===== src/rtl/rtc_bus_reader.sv =====
// Read-side controller for the RTC multiplexed AD bus: optional latch command write,
// then N_REGS register reads published together with a one-cycle done pulse.
module rtc_bus_reader #(
  parameter int unsigned N_REGS    = 3,
  parameter logic [7:0]  BASE_ADDR = 8'h21,
  parameter bit          EN_CMD    = 1'b1,
  parameter logic [7:0]  CMD_ADDR  = 8'hF1,
  parameter logic [7:0]  CMD_DATA  = 8'hFF,
  parameter int unsigned T_PULSE   = 5,
  parameter int unsigned T_GAP     = 8
) (
  input  logic                  clock,
  input  logic                  reset,
  input  logic                  start,
  input  logic [7:0]            ad_in,
  output logic [7:0]            ad_out,
  output logic                  ad_oe,
  output logic                  ad,
  output logic                  cs,
  output logic                  wr,
  output logic                  rd,
  output logic [8*N_REGS-1:0]   rd_data,
  output logic                  busy,
  output logic                  done
);

  localparam int unsigned AddrLen = 5 + T_PULSE + T_GAP;
  localparam int unsigned DataLen = 4 + T_PULSE + T_GAP;
  localparam int unsigned CntW    = $clog2(AddrLen);
  localparam int unsigned IdxW    = $clog2(N_REGS) + 1;

  localparam logic [CntW-1:0] CntAEnd = CntW'(AddrLen - 1);
  localparam logic [CntW-1:0] CntDEnd = CntW'(DataLen - 1);
  localparam logic [CntW-1:0] Cnt1    = CntW'(1);
  localparam logic [CntW-1:0] Cnt2    = CntW'(2);
  localparam logic [CntW-1:0] CntP    = CntW'(T_PULSE);
  localparam logic [CntW-1:0] CntP1   = CntW'(T_PULSE + 1);
  localparam logic [CntW-1:0] CntP2   = CntW'(T_PULSE + 2);
  localparam logic [CntW-1:0] CntP3   = CntW'(T_PULSE + 3);
  localparam logic [CntW-1:0] CntP4   = CntW'(T_PULSE + 4);
  localparam logic [CntW-1:0] CntP5   = CntW'(T_PULSE + 5);
  localparam logic [IdxW-1:0] IdxLast = IdxW'(N_REGS - 1);

  typedef enum logic [2:0] {StIdle, StCmdA, StCmdD, StRdA, StRdD, StDone} state_e;

  state_e                state_q, state_d;
  logic [CntW-1:0]       cnt_q, cnt_d;
  logic [IdxW-1:0]       idx_q, idx_d;
  logic [8*N_REGS-1:0]   shadow_q, shadow_d;
  logic [8*N_REGS-1:0]   rd_data_q, rd_data_d;
  logic                  start_q;
  logic                  start_edge;
  logic                  a_end, d_end;
  logic [7:0]            phase_addr;

  assign start_edge = start & ~start_q;
  assign a_end      = (cnt_q == CntAEnd);
  assign d_end      = (cnt_q == CntDEnd);
  assign phase_addr = (state_q == StCmdA) ? CMD_ADDR : BASE_ADDR + 8'(idx_q);

  always_ff @(posedge clock or negedge reset) begin
    if (!reset) begin
      state_q   <= StIdle;
      cnt_q     <= '0;
      idx_q     <= '0;
      shadow_q  <= '0;
      rd_data_q <= '0;
      start_q   <= 1'b0;
    end else begin
      state_q   <= state_d;
      cnt_q     <= cnt_d;
      idx_q     <= idx_d;
      shadow_q  <= shadow_d;
      rd_data_q <= rd_data_d;
      start_q   <= start;
    end
  end

  always_comb begin
    state_d   = state_q;
    cnt_d     = cnt_q;
    idx_d     = idx_q;
    shadow_d  = shadow_q;
    rd_data_d = rd_data_q;
    unique case (state_q)
      StIdle: begin
        if (start_edge) begin
          state_d = EN_CMD ? StCmdA : StRdA;
          cnt_d   = '0;
          idx_d   = '0;
        end
      end
      StCmdA: begin
        cnt_d = a_end ? '0 : cnt_q + Cnt1;
        if (a_end) state_d = StCmdD;
      end
      StCmdD: begin
        cnt_d = d_end ? '0 : cnt_q + Cnt1;
        if (d_end) state_d = StRdA;
      end
      StRdA: begin
        cnt_d = a_end ? '0 : cnt_q + Cnt1;
        if (a_end) state_d = StRdD;
      end
      StRdD: begin
        cnt_d = d_end ? '0 : cnt_q + Cnt1;
        // Sample on the edge closing the last rd-low cycle, while the RTC still drives.
        if (cnt_q == CntP) begin
          for (int i = 0; i < int'(N_REGS); i++) begin
            if (idx_q == IdxW'(i)) shadow_d[8*i +: 8] = ad_in;
          end
        end
        if (d_end) begin
          if (idx_q == IdxLast) begin
            state_d   = StDone;
            rd_data_d = shadow_q;  // valid in the same cycle done is high
          end else begin
            state_d = StRdA;
            idx_d   = idx_q + IdxW'(1);
          end
        end
      end
      StDone:  state_d = StIdle;
      default: state_d = StIdle;
    endcase
  end

  always_comb begin
    ad     = 1'b1;
    cs     = 1'b1;
    wr     = 1'b1;
    rd     = 1'b1;
    ad_oe  = 1'b0;
    ad_out = 8'hFF;
    unique case (state_q)
      StCmdA, StRdA: begin
        ad = !(cnt_q < CntP4);
        cs = !((cnt_q >= Cnt1) && (cnt_q < CntP3));
        wr = !((cnt_q >= Cnt2) && (cnt_q < CntP2));
        if ((cnt_q >= Cnt2) && (cnt_q < CntP5)) begin
          ad_oe  = 1'b1;
          ad_out = phase_addr;
        end
      end
      StCmdD: begin
        cs = !(cnt_q < CntP2);
        wr = !((cnt_q >= Cnt1) && (cnt_q < CntP1));
        if ((cnt_q >= Cnt1) && (cnt_q < CntP3)) begin
          ad_oe  = 1'b1;
          ad_out = CMD_DATA;
        end
      end
      StRdD: begin
        cs = !(cnt_q < CntP2);
        rd = !((cnt_q >= Cnt1) && (cnt_q < CntP1));
      end
      default: ;
    endcase
  end

  assign rd_data = rd_data_q;
  assign busy    = (state_q != StIdle) && (state_q != StDone);
  assign done    = (state_q == StDone);

endmodule

===== config.mk =====
export PLATFORM = sky130hd
export DESIGN_NAME = rtc_bus_reader
export DESIGN_NICKNAME = d
export VERILOG_FILES = /design/src/rtl/rtc_bus_reader.sv
export SDC_FILE = /design/constraint.sdc
export NUM_CORES = 1
export LEC_CHECK = 0
export CAP_MARGIN = 20
export CORE_MARGIN = 3
export CORE_UTILIZATION = 33
export DETAILED_ROUTE_END_ITERATION = 12
export GPL_TIMING_DRIVEN = 0
export PLACE_DENSITY = 0.56
export SLEW_MARGIN = 30
export SYNTH_ARGS = -nofsm -noshare
export SYNTH_HDL_FRONTEND = slang
export SYNTH_SLANG_ARGS = --single-unit
export TNS_END_PERCENT = 50

===== constraint.sdc =====
create_clock -name clock -period 1.85 [get_ports clock]
set_input_delay 0.2775 -clock clock [delete_from_list [all_inputs] [get_ports clock]]
set_output_delay 0.2775 -clock clock [all_outputs]
set_load 0.02 [all_outputs]

==> results.md <==
- Status: finished, violations left
- Failing checks: setup timing
- Post-Route WL: about 6100 µm
- Drt wl/cell: roughly 15 µm
- Async SR Flop Fraction: 1.00
- FP Rows: 33
- Crit-path max FO: 6
- Die ar.: around 10000 µm²
- Sequential share of power: 0.514
- Fmax: between 400 and 500 MHz
- Synthesized flop and latch total: 60
- CTS sink count: 60
- Die Width: ~99 µm
- Post-Syn Area: roughly 2800 µm²
- Synth unique cells: 43
- Largest net degree at the start of global routing: 48
- Layout cell share with drive strength beyond 1: 0.463
- # IOs: 50
- Max Buffers Root-to-Sink: 2
- Layout Skew: 0.0123 ns
- Post-synth EDFFs: 0
- Maximum VDD drop: roughly 0.00028 V
- Switch Pwr: around 0.55 mW
- Power Total: about 2.6 mW
- Area fraction of the dominant cell type after synthesis: 0.531
- CTS Buf Count: 9
- Area occupied by multi-input gates: roughly 1400 µm²
- Net Sw Frac: 0.211
- Vias in the first global route: about 2000
- Setup ws final: -0.384 ns
- Post-Syn Instances: roughly 220
- Hold WC Path Type: primary input to asynchronous set/reset pin
- Most area-hungry cell type in the Yosys netlist: dfrtp_1
- Mean Syn Cell Area: around 13 µm²
- First-pass GRT wire length: ~10000 µm
- Fin. max-slew vios: 0
- Met1 Resource Use GR: 0.175
- Pre-antenna DRT Iters: 4
- Worst Max-Slew Pin Slew: about 0.72 ns
- Unrepaired setup endpoints after global routing: yes
- Met3 Use GR: 0.0425
- Yosys warns: 0
- Worst skew pair latency: between 0.3 and 0.4 ns
- GRT overflow: 0
- Syn nets: approximately 240
- CP endpoint kind: output pin
- Via count: just over 2000
- Slew HR: 0.518
- IO Port Bufs: 48
- Combinational share of power: 0.037
- Setup TNS: -7.26 ns
- # H-tree levels: 3
- Most frequent cell after synthesis: dfrtp_1
- Fillers: ~750
- 1st-iter DRT viols: slightly below 60
- # DRC: 0
- Top Usage Layer GRT: met2
- Pint: just over 2 mW
- Critical path type: flop to output pin
- Root buffer cell: clkbuf_8
- Power density over cell area: roughly 660 nW/µm²
- Endpoints failing hold: 0
- Post-route minimum period: around 2.2 ns
- Post-synth top cells: dfrtp_1, mux2_2, nand2_1
- Total track usage: 0.129
- Sequential element share of the synthesized area: 0.531
- Routed vias/inst: 4.98
- Initial antenna violation count: 0
- Clock Pin Slew Worst Setup and Hold Paths: 0.07 ns
- HPWL after detailed placement: a little over 4000 µm
- Layout area overhead: 41.5%
- Effective utilization at floorplan: 0.342
- Global placer's final weighted congestion: 0.792
- CTS tree: built
- Antenna Nets Post-Route: 0
- Final setup vio count: between 60 and 70
- Lkg Pwr: around 1.9 nW
- Core area: between 8000 and 9000 µm²
- Worst path arrival time: ~2 ns
- Final nets: 315
- Clock network fraction of total power: 0.450
- Critical Path RT: about 1.6 ns
- Diode count: 0
- Area contributors post-synth: dfrtp_1, mux2_2, mux2_4
- Max-cap viol count: 0
- Worst Setup Start Kind: flop
- Synth Flop Type: dfrtp_1
- Met2 Use GR: 0.195
- Die Ht: between 90 and 100 µm
- Register area: between 1500 and 2000 µm²
- Fin crit share: 1.21
## cell usage in the layout (no fill, tap or decap), types with 4 or more instances in the layout
cell,netlist,routed
a21oi_1,5,4
buf_2,3,4
buf_4,4,18
buf_6,1,11
clkbuf_8,0,12
clkdlybuf4s50_1,0,33
dfrtp_1,60,58
ha_1,8,6
inv_1,7,5
mux2_2,42,42
mux2_4,8,8
nand2_1,10,6
nand2b_1,5,4
nand3_1,6,5
nor2_1,8,5
nor2b_1,5,4
o21ai_0,6,4
## critical path: stages, from the launching register on
cell      delay (ns)
dfrtp_1         0.41
ha_2            0.19
or4_4           0.50
and3_4          0.22
o21bai_1        0.16
buf_4           0.16
## metrics by stage
stage / utilization / area (µm²) / hold slack [ns] / std cells / setup slack [ns]
global route: 0.485 / 4000 / 0.329 / 405 / -0.461
detailed placement: 0.426 / 3520 / 0.152 / 378 / -0.711
floorplan: - / 2880 / -0.0181 / 224 / -0.0636
global placement: 0.423 / 3490 / 0.483 / 377 / -1.51
CTS: 0.468 / 3860 / 0.325 / 401 / -0.418
finish: 0.485 / 4000 / 0.339 / 405 / -0.384
## layer usage
layer | wire length, µm | share of wire | vias to the layer above
met5 | 0 | 0 | -
met4 | 86 | 0.014 | 0
met3 | 317 | 0.052 | 9
met2 | 2740 | 0.45 | 59
met1 | 2910 | 0.48 | 998
li1 | - | - | 950
## kinds of logic after synthesis
group / count (synthesis) / synth area share
flops: 60 / 0.531
mux: 51 / 0.213
simple gates: 51 / 0.102
compound gates: 30 / 0.0735
buf+inv: 21 / 0.0372
fa+ha+maj: 8 / 0.0354
xor+xnor: 2 / 0.00620
other cells: 1 / 0.00133
## state kept, by name, summed over array words and instances, names as in the netlist
signal and count:
rd_data 24, shadow_q 24, cnt_q 5, idx_q 3, state_q 3, start_q 1
## layout make-up
type,count,area share
clock buffers,11,0.0378
well taps,105,0.0328
inverters,7,0.00657
flip-flops and latches,60,0.376
multi-input cells,143,0.349
repair buffers,62,0.152
plain buffers,13,0.0341
clock inverters,4,0.0122
## power groups by stage
stage / clock network, mW / registers [mW] / logic (mW)
2_1_floorplan: 0 / 1.37 / 0.0341
3_3_place_gp: 0 / 1.38 / 0.0906
3_5_place_dp: 0 / 1.38 / 0.0976
4_1_cts: 1.22 / 1.35 / 0.0995
5_1_grt: 1.28 / 1.35 / 0.107
6_report: 1.18 / 1.35 / 0.0965
## what timing repair did
action | in CTS | in global routing
setup endpoints to repair | 70 | 72
hold endpoints to repair | 13 | 0
gates cloned | 0 | 1
pin swaps | 4 | 4
gates resized for setup | 88 | 38
hold buffers | 1 | 0
buffers inserted | 7 | 4
## worst paths after layout
check	startpoint	slack [ns]	cells after the start	to
worst max-delay path	cnt_q[1]	-0.38	5	ad_oe
worst min-delay path	reset	0.34	2	shadow_q[22]
worst max register to register	cnt_q[4]	-0.14	4	shadow_q[17]
worst min register to register	shadow_q[2]	0.49	1	rd_data[2]
max in group asynchronous	reset	1.01	3	cnt_q[2]
min in group clock	start	0.43	1	start_q
Note: power is estimated with default switching activity, not from simulation.
